--- config.mk ---
export PLATFORM = sky130hd
export DESIGN_NAME = periph_demux_n_flat
export DESIGN_NICKNAME = d
export VERILOG_FILES = /design/src/rtl/periph_demux_pkg.sv /design/src/rtl/periph_demux_n_if.sv /design/src/rtl/periph_outst_tracker.sv /design/src/rtl/periph_demux_n.sv /design/src/flat_wrapper.sv
export SDC_FILE = /design/constraint.sdc
export NUM_CORES = 1
export LEC_CHECK = 0
export ABC_CLOCK_PERIOD_IN_PS = 3600
export CAP_MARGIN = 20
export CORE_AREA = 3 3 139 141
export CTS_BUF_LIST = sky130_fd_sc_hd__clkbuf_4 sky130_fd_sc_hd__clkbuf_8
export CTS_CLUSTER_DIAMETER = 60
export DETAILED_ROUTE_END_ITERATION = 8
export DIE_AREA = 0 0 142 144
export SYNTH_ARGS = -nofsm -noshare
export SYNTH_HDL_FRONTEND = slang
export SYNTH_SLANG_ARGS = --single-unit
--- constraint.sdc ---
create_clock -name clk -period 3.6 [get_ports clk]
set_input_delay 0.36 -clock clk [delete_from_list [all_inputs] [get_ports clk]]
set_output_delay 0.36 -clock clk [all_outputs]
set_load 0.05 [all_outputs]
--- src/rtl/periph_demux_pkg.sv ---
// Shared constants and helpers for the peripheral demultiplexer.
// Default peripheral window, target-index field and counter sizing.
package periph_demux_pkg;

  localparam int unsigned REGION_LSB_DEF = 14;
  localparam int unsigned REGION_W_DEF   = 6;
  localparam logic [5:0]  REGION_ID_DEF  = 6'b000001;
  localparam int unsigned IDX_LSB_DEF    = 10;
  localparam int unsigned IDX_W_DEF      = 4;

  function automatic int unsigned cnt_width(input int unsigned max_outst);
    return $clog2(max_outst + 1);
  endfunction

endpackage

--- src/rtl/periph_demux_n_if.sv ---
// Core-side request/response bus plus the per-target fan-out bus.
// slave is the demux view; master is the core/target environment view.
interface periph_demux_n_if #(
  parameter int unsigned ADDR_WIDTH = 32,
  parameter int unsigned DATA_WIDTH = 32,
  parameter int unsigned BE_WIDTH   = DATA_WIDTH / 8,
  parameter int unsigned NUM_PORTS  = 5
);

  logic                                  data_req_i;
  logic [ADDR_WIDTH-1:0]                 data_add_i;
  logic                                  data_wen_i;
  logic [DATA_WIDTH-1:0]                 data_wdata_i;
  logic [BE_WIDTH-1:0]                   data_be_i;
  logic                                  data_gnt_o;
  logic                                  data_r_valid_o;
  logic [DATA_WIDTH-1:0]                 data_r_rdata_o;
  logic                                  data_r_opc_o;

  logic [NUM_PORTS-1:0]                  per_req_o;
  logic [ADDR_WIDTH-1:0]                 per_add_o;
  logic                                  per_wen_o;
  logic [DATA_WIDTH-1:0]                 per_wdata_o;
  logic [BE_WIDTH-1:0]                   per_be_o;
  logic [NUM_PORTS-1:0]                  per_gnt_i;
  logic [NUM_PORTS-1:0]                  per_r_valid_i;
  logic [NUM_PORTS-1:0]                  per_r_opc_i;
  logic [NUM_PORTS-1:0][DATA_WIDTH-1:0]  per_r_rdata_i;

  modport slave (
    input  data_req_i, data_add_i, data_wen_i, data_wdata_i, data_be_i,
    input  per_gnt_i, per_r_valid_i, per_r_opc_i, per_r_rdata_i,
    output data_gnt_o, data_r_valid_o, data_r_rdata_o, data_r_opc_o,
    output per_req_o, per_add_o, per_wen_o, per_wdata_o, per_be_o
  );

  modport master (
    output data_req_i, data_add_i, data_wen_i, data_wdata_i, data_be_i,
    output per_gnt_i, per_r_valid_i, per_r_opc_i, per_r_rdata_i,
    input  data_gnt_o, data_r_valid_o, data_r_rdata_o, data_r_opc_o,
    input  per_req_o, per_add_o, per_wen_o, per_wdata_o, per_be_o
  );

endinterface

--- src/rtl/periph_outst_tracker.sv ---
// Outstanding-request counter and destination register for the demux.
// A response retires only when something is outstanding and it comes from the current target.
module periph_outst_tracker
  import periph_demux_pkg::*;
#(
  parameter int unsigned NUM_PORTS = 5,
  parameter int unsigned MAX_OUTST = 4,
  parameter int unsigned IDX_W     = IDX_W_DEF,
  parameter int unsigned CNT_W     = cnt_width(MAX_OUTST)
) (
  input  logic                 clk,
  input  logic                 rst_i,
  input  logic                 accept_i,
  input  logic [IDX_W-1:0]     idx_i,
  input  logic [NUM_PORTS-1:0] per_r_valid_i,
  output logic [IDX_W-1:0]     dest_o,
  output logic                 empty_o,
  output logic                 full_o,
  output logic                 retire_o
);

  logic [CNT_W-1:0] cnt_q, cnt_d;
  logic [IDX_W-1:0] dest_q, dest_d;
  logic             w_dest_valid;

  always_comb begin
    w_dest_valid = 1'b0;
    for (int unsigned i = 0; i < NUM_PORTS; i++) begin
      if (dest_q == IDX_W'(i)) w_dest_valid = per_r_valid_i[i];
    end
  end

  assign empty_o  = (cnt_q == '0);
  assign full_o   = (cnt_q == CNT_W'(MAX_OUTST));
  assign retire_o = !empty_o && w_dest_valid;
  assign dest_o   = dest_q;

  always_comb begin
    cnt_d  = cnt_q;
    dest_d = accept_i ? idx_i : dest_q;
    unique case ({accept_i, retire_o})
      2'b10:   cnt_d = cnt_q + CNT_W'(1);
      2'b01:   cnt_d = cnt_q - CNT_W'(1);
      default: cnt_d = cnt_q;
    endcase
  end

  always_ff @(posedge clk or posedge rst_i) begin
    if (rst_i) begin
      cnt_q  <= '0;
      dest_q <= '0;
    end else begin
      cnt_q  <= cnt_d;
      dest_q <= dest_d;
    end
  end

endmodule

--- src/rtl/periph_demux_n.sv ---
// Address-decoded demux from one core data port to NUM_PORTS peripheral targets.
// Unmapped accesses get a one-cycle-late error response; mapped responses pass through in order.
module periph_demux_n
  import periph_demux_pkg::*;
#(
  parameter int unsigned          ADDR_WIDTH = 32,
  parameter int unsigned          DATA_WIDTH = 32,
  parameter int unsigned          BE_WIDTH   = DATA_WIDTH / 8,
  parameter int unsigned          NUM_PORTS  = 5,
  parameter int unsigned          MAX_OUTST  = 4,
  parameter int unsigned          REGION_LSB = REGION_LSB_DEF,
  parameter int unsigned          REGION_W   = REGION_W_DEF,
  parameter logic [REGION_W-1:0]  REGION_ID  = REGION_ID_DEF,
  parameter int unsigned          IDX_LSB    = IDX_LSB_DEF,
  parameter int unsigned          IDX_W      = IDX_W_DEF
) (
  input logic             clk,
  input logic             rst_i,
  periph_demux_n_if.slave bus
);

  logic [IDX_W-1:0]      w_idx;
  logic [IDX_W-1:0]      w_dest;
  logic                  w_mapped;
  logic                  w_empty;
  logic                  w_full;
  logic                  w_retire;
  logic                  w_can_issue;
  logic                  w_sel_gnt;
  logic                  w_sel_opc;
  logic [DATA_WIDTH-1:0] w_sel_rdata;
  logic [NUM_PORTS-1:0]  w_per_req;
  logic                  w_accept;
  logic                  err_q;

  assign w_idx    = bus.data_add_i[IDX_LSB +: IDX_W];
  assign w_mapped = (bus.data_add_i[REGION_LSB +: REGION_W] == REGION_ID) &&
                    (32'(w_idx) < NUM_PORTS);

  // A full tracker may still issue when the same cycle retires a response.
  assign w_can_issue = w_empty || ((!w_full || w_retire) && (w_idx == w_dest));

  always_comb begin
    w_per_req   = '0;
    w_sel_gnt   = 1'b0;
    w_sel_opc   = 1'b0;
    w_sel_rdata = '0;
    for (int unsigned i = 0; i < NUM_PORTS; i++) begin
      if (w_idx == IDX_W'(i)) begin
        w_per_req[i] = bus.data_req_i && w_mapped && w_can_issue;
        w_sel_gnt    = bus.per_gnt_i[i];
      end
      if (w_dest == IDX_W'(i)) begin
        w_sel_opc   = bus.per_r_opc_i[i];
        w_sel_rdata = bus.per_r_rdata_i[i];
      end
    end
  end

  assign w_accept = bus.data_req_i && w_mapped && w_can_issue && w_sel_gnt;

  assign bus.per_req_o   = w_per_req;
  assign bus.per_add_o   = bus.data_add_i;
  assign bus.per_wen_o   = bus.data_wen_i;
  assign bus.per_wdata_o = bus.data_wdata_i;
  assign bus.per_be_o    = bus.data_be_i;

  assign bus.data_gnt_o = w_mapped ? (w_can_issue && w_sel_gnt) : (bus.data_req_i && w_empty);

  assign bus.data_r_valid_o = err_q || w_retire;
  assign bus.data_r_opc_o   = err_q || (w_retire && w_sel_opc);
  assign bus.data_r_rdata_o = (!err_q && w_retire) ? w_sel_rdata : '0;

  always_ff @(posedge clk or posedge rst_i) begin
    if (rst_i) err_q <= 1'b0;
    else       err_q <= bus.data_req_i && !w_mapped && w_empty;
  end

  periph_outst_tracker #(
    .NUM_PORTS (NUM_PORTS),
    .MAX_OUTST (MAX_OUTST),
    .IDX_W     (IDX_W)
  ) u_trk (
    .clk           (clk),
    .rst_i         (rst_i),
    .accept_i      (w_accept),
    .idx_i         (w_idx),
    .per_r_valid_i (bus.per_r_valid_i),
    .dest_o        (w_dest),
    .empty_o       (w_empty),
    .full_o        (w_full),
    .retire_o      (w_retire)
  );

endmodule

--- src/flat_wrapper.sv ---
// flat-port wrapper written by rule: the top's interface ports become plain ports
module periph_demux_n_flat import periph_demux_pkg::*;
#(
  parameter int unsigned          ADDR_WIDTH = 32,
  parameter int unsigned          DATA_WIDTH = 32,
  parameter int unsigned          BE_WIDTH   = DATA_WIDTH / 8,
  parameter int unsigned          NUM_PORTS  = 5,
  parameter int unsigned          MAX_OUTST  = 4,
  parameter int unsigned          REGION_LSB = REGION_LSB_DEF,
  parameter int unsigned          REGION_W   = REGION_W_DEF,
  parameter logic [REGION_W-1:0]  REGION_ID  = REGION_ID_DEF,
  parameter int unsigned          IDX_LSB    = IDX_LSB_DEF,
  parameter int unsigned          IDX_W      = IDX_W_DEF
)
  (clk, rst_i, bus_data_req_i, bus_data_add_i, bus_data_wen_i, bus_data_wdata_i, bus_data_be_i, bus_per_gnt_i, bus_per_r_valid_i, bus_per_r_opc_i, bus_per_r_rdata_i, bus_data_gnt_o, bus_data_r_valid_o, bus_data_r_rdata_o, bus_data_r_opc_o, bus_per_req_o, bus_per_add_o, bus_per_wen_o, bus_per_wdata_o, bus_per_be_o);
  periph_demux_n_if #(.ADDR_WIDTH(ADDR_WIDTH), .DATA_WIDTH(DATA_WIDTH), .BE_WIDTH(BE_WIDTH), .NUM_PORTS(NUM_PORTS)) bus_i ();
  input logic clk;
  input logic rst_i;
  input wire logic [$bits(bus_i.data_req_i)-1:0] bus_data_req_i;
  input wire logic [$bits(bus_i.data_add_i)-1:0] bus_data_add_i;
  input wire logic [$bits(bus_i.data_wen_i)-1:0] bus_data_wen_i;
  input wire logic [$bits(bus_i.data_wdata_i)-1:0] bus_data_wdata_i;
  input wire logic [$bits(bus_i.data_be_i)-1:0] bus_data_be_i;
  input wire logic [$bits(bus_i.per_gnt_i)-1:0] bus_per_gnt_i;
  input wire logic [$bits(bus_i.per_r_valid_i)-1:0] bus_per_r_valid_i;
  input wire logic [$bits(bus_i.per_r_opc_i)-1:0] bus_per_r_opc_i;
  input wire logic [$bits(bus_i.per_r_rdata_i)-1:0] bus_per_r_rdata_i;
  output wire logic [$bits(bus_i.data_gnt_o)-1:0] bus_data_gnt_o;
  output wire logic [$bits(bus_i.data_r_valid_o)-1:0] bus_data_r_valid_o;
  output wire logic [$bits(bus_i.data_r_rdata_o)-1:0] bus_data_r_rdata_o;
  output wire logic [$bits(bus_i.data_r_opc_o)-1:0] bus_data_r_opc_o;
  output wire logic [$bits(bus_i.per_req_o)-1:0] bus_per_req_o;
  output wire logic [$bits(bus_i.per_add_o)-1:0] bus_per_add_o;
  output wire logic [$bits(bus_i.per_wen_o)-1:0] bus_per_wen_o;
  output wire logic [$bits(bus_i.per_wdata_o)-1:0] bus_per_wdata_o;
  output wire logic [$bits(bus_i.per_be_o)-1:0] bus_per_be_o;
  assign bus_i.data_req_i = bus_data_req_i;
  assign bus_i.data_add_i = bus_data_add_i;
  assign bus_i.data_wen_i = bus_data_wen_i;
  assign bus_i.data_wdata_i = bus_data_wdata_i;
  assign bus_i.data_be_i = bus_data_be_i;
  assign bus_i.per_gnt_i = bus_per_gnt_i;
  assign bus_i.per_r_valid_i = bus_per_r_valid_i;
  assign bus_i.per_r_opc_i = bus_per_r_opc_i;
  assign bus_i.per_r_rdata_i = bus_per_r_rdata_i;
  assign bus_data_gnt_o = bus_i.data_gnt_o;
  assign bus_data_r_valid_o = bus_i.data_r_valid_o;
  assign bus_data_r_rdata_o = bus_i.data_r_rdata_o;
  assign bus_data_r_opc_o = bus_i.data_r_opc_o;
  assign bus_per_req_o = bus_i.per_req_o;
  assign bus_per_add_o = bus_i.per_add_o;
  assign bus_per_wen_o = bus_i.per_wen_o;
  assign bus_per_wdata_o = bus_i.per_wdata_o;
  assign bus_per_be_o = bus_i.per_be_o;
  periph_demux_n #(.ADDR_WIDTH(ADDR_WIDTH), .DATA_WIDTH(DATA_WIDTH), .BE_WIDTH(BE_WIDTH), .NUM_PORTS(NUM_PORTS), .MAX_OUTST(MAX_OUTST), .REGION_LSB(REGION_LSB), .REGION_W(REGION_W), .REGION_ID(REGION_ID), .IDX_LSB(IDX_LSB), .IDX_W(IDX_W)) u_core (.clk(clk), .rst_i(rst_i), .bus(bus_i));
endmodule
==> results.py <==
metrics = {
    "outcome": {
        "outcome": "finished, final reports clean",
    },
    "worst_setup_path": {
        "path_buf_inv": 2,
        "crit_family": "buffers and inverters",
        "crit_fanout": 11,
        "end_kind": "output port",
        "criticalPathCategory": "register to output port",
        "cp_slowest_cell": "clkdlybuf4s50_1",
        "start_kind": "register",
        "crit_arrival_ps": 2850,
        "cpPeakStageDelay_ps": 800,
        "cp_cell_sequence": "or3b_1 -> a21oi_1 -> a31oi_1 -> nor3_1 -> buf_4 -> a21o_1 -> clkdlybuf4s50_1",
        "crit_required_ps": 3240,
    },
    "timing": {
        "fin_ws_ps": 393.0,
        "setup_viol": 0,
        "final_hold_viol_count": 0,
        "period_minus_slack_ps": 3207,
        "worst_pin_slew_ps": 533.5,
        "fmax_mhz": 311.8,
        "slew_headroom_pct": 63.93,
        "setup_tns_ps": 0,
        "whs_ps": 386.5,
        "skew_ps": 0.6754,
        "rsz0062_at_grt": "false",
        "period_share_pct": 89.08,
        "finalMaxSlewViolations": 0,
    },
    "pwr": {
        "switchingPower_mw": 0.5930,
        "ir_drop_mv": 0.1958,
        "seqPwrFrac_pct": 10.0,
        "combPwrFrac_pct": 81.7,
        "clock_power_share_pct": 8.3,
        "power.density_nw_per_um2": 280.4,
        "swShare_pct": 45.18,
        "p_total_mw": 1.313,
        "p_leak_nw": 1.734,
        "p_int_mw": 0.7195,
    },
    "synthesis": {
        "synth-main-ff-cell": "dfrtp_1",
        "syn_avg_cell_area_um2": 7.822,
        "ys_ff_latch": 8,
        "yosysWarnings": 0,
        "syn-instance-count": 278,
        "syn_nets": 527,
        "yosysMostFrequentCell": "buf_4",
        "async_reset_ff_share_pct": 100.0,
        "syn-cell-area_um2": 2175,
        "synth_edf_count": 0,
        "ys_seq_area_share_pct": 9.206,
        "synthTopCellsByCount": "70 x buf_4, 35 x a21oi_1, 33 x a222oi_1, 33 x a22oi_1, 16 x clkbuf_1",
        "yosys.area.top_type": "buf_4",
        "ys_types": 45,
        "synth_top_cells_by_area": "buf_4 24%, a222oi_1 15%, a22oi_1 11%",
        "synth_top_area_share_pct": 24.17,
    },
    "detailed_routing": {
        "wl_um": 12250,
        "viasPerCell": 4.405,
        "drtIter0Drc": 233,
        "drc": 0,
        "avgRoutedWirePerCell_um": 18.45,
        "vias": 2925,
        "postRouteAntennaNets": 0,
        "dr.pass1.iters": 6,
    },
    "clock_network": {
        "ctsHtreeMaxLevel": 1,
        "post_cts_buffers": 0,
        "cts_resized": 0,
        "cts_max_path_buffers": 2,
        "cts_buffers": 3,
        "hold_buffers": 0,
        "cts_tree": "yes",
        "clkSlewWorstSetupHoldPaths_ps": 40,
        "cts-root-buf": "clkbuf_8",
        "insertion_delay_ps": 230,
        "cts_sinks": 8,
    },
    "die": {
        "core_area_um2": 18090,
        "die_w_um": 142,
        "die_y_um": 144,
        "design.die.area_um2": 20450,
        "ios": 356,
        "rows": 49,
        "initial_core_util_pct": 12.02,
    },
    "global_routing": {
        "grt_start_max_net_pins": 34,
        "grt_overflow": 0,
        "grt_util_all_layers_pct": 10.38,
        "antenna_found_initial": 0,
        "grt_pass1_vias": 2840,
        "grt_pass1_wl_um": 16580,
    },
    "finish": {
        "fin_area_um2": 4681,
        "finish.utilization_pct": 25.88,
        "final_net_count": 686,
        "final_cells": 664,
        "area_delta_synth_final_pct": 115.2,
        "antennaDiodeCount": 0,
        "drive_gt1_share_pct": 16.32,
    },
    "worst_hold_path": {
        "hold_class": "primary input to async pin",
    },
    "placement": {
        "dp_slack_ps": 312.8,
        "portBuffers": 237,
        "dp_cells": 661,
        "gp_congestion": 0.7610,
        "hpwlAfterDp_um": 9877,
        "placed_cell_area_um2": 4639,
    },
    "flow_run": {
        "max-cap-violations": 0,
    },
}
==> kinds of logic after synthesis <==
family,count (synthesis),synth area share [%]
AOI/OAI and AO/OA,112,38.15
buffers and inverters,102,32.16
and+or+nand+nor,43,13.64
DFF,8,9.206
xor gates and xnor gates,7,2.819
muxes,4,2.532
adders and majority gates,2,1.496
==> worst paths after layout <==
kind | depth (start not counted) | start | slack, ps | to
worst max register to register | 11 | u_core.u_trk.dest_o[1] | 550 | u_core.u_trk.cnt_q[2]
worst min-delay path | 2 | rst_i | 390 | u_core.u_trk.dest_o[2]
worst min register to register | 1 | u_core.u_trk.cnt_q[2] | 480 | u_core.u_trk.cnt_q[2]
max in group asynchronous | 2 | rst_i | 2970 | u_core.u_trk.cnt_q[2]
min in group clk | 1 | u_core.u_trk.cnt_q[2] | 480 | u_core.u_trk.cnt_q[2]
worst max-delay path | 7 | u_core.u_trk.dest_o[1] | 390 | bus_data_r_opc_o
==> registers in the layout, summed over array words and instances (netlist names) <==
| register | flops |
|---|---|
| u_core.err_q | 1 |
| u_core.u_trk.cnt_q | 3 |
| u_core.u_trk.dest_o | 4 |
==> metal layers <==
metal	GRT usage (%)	up-vias	routed length, um
met3	3.472	26	1434
met4	2.980	0	299
met5	0	-	0
met1	11.99	1352	4395
met2	18.29	210	6124
li1	-	1337	-
==> layout by cell type, fill, tap and decap left out, types with 2 or more instances in the layout <==
| cell type | instances |
|---|---|
| a21oi_1 | 35 |
| a222oi_1 | 33 |
| a22oi_1 | 33 |
| and2b_2 | 2 |
| buf_12 | 36 |
| buf_4 | 14 |
| clkbuf_8 | 3 |
| clkdlybuf4s50_1 | 199 |
| dfrtp_1 | 8 |
| inv_1 | 7 |
| mux2_4 | 3 |
| nand2_1 | 4 |
| nand2b_2 | 2 |
| nor2_1 | 5 |
| nor2b_1 | 2 |
| nor3_1 | 6 |
| nor4_1 | 2 |
| nor4_2 | 2 |
| nor4b_4 | 2 |
| o21ai_0 | 6 |
| or2_2 | 2 |
| xor2_1 | 6 |
==> final cells by class <==
class	count	area, um2
flip-flops and latches	8	200.2
multi-input cells	168	1309
fillers	1930	13410
clock buffers	3	41.29
well taps	229	286.5
inverters	7	26.28
repair buffers	249	2818
==> power by group through the flow <==
stage	Combinational (mW)	Sequential, mW	Clock (mW)
after detailed placement	1.08	0.132	0
after floorplan	0.670	0.125	0
final	1.07	0.131	0.109
after CTS	1.09	0.131	0.113
after global routing	1.13	0.134	0.119
after global placement	1.08	0.134	0
Power figures use the tool's default switching activity.
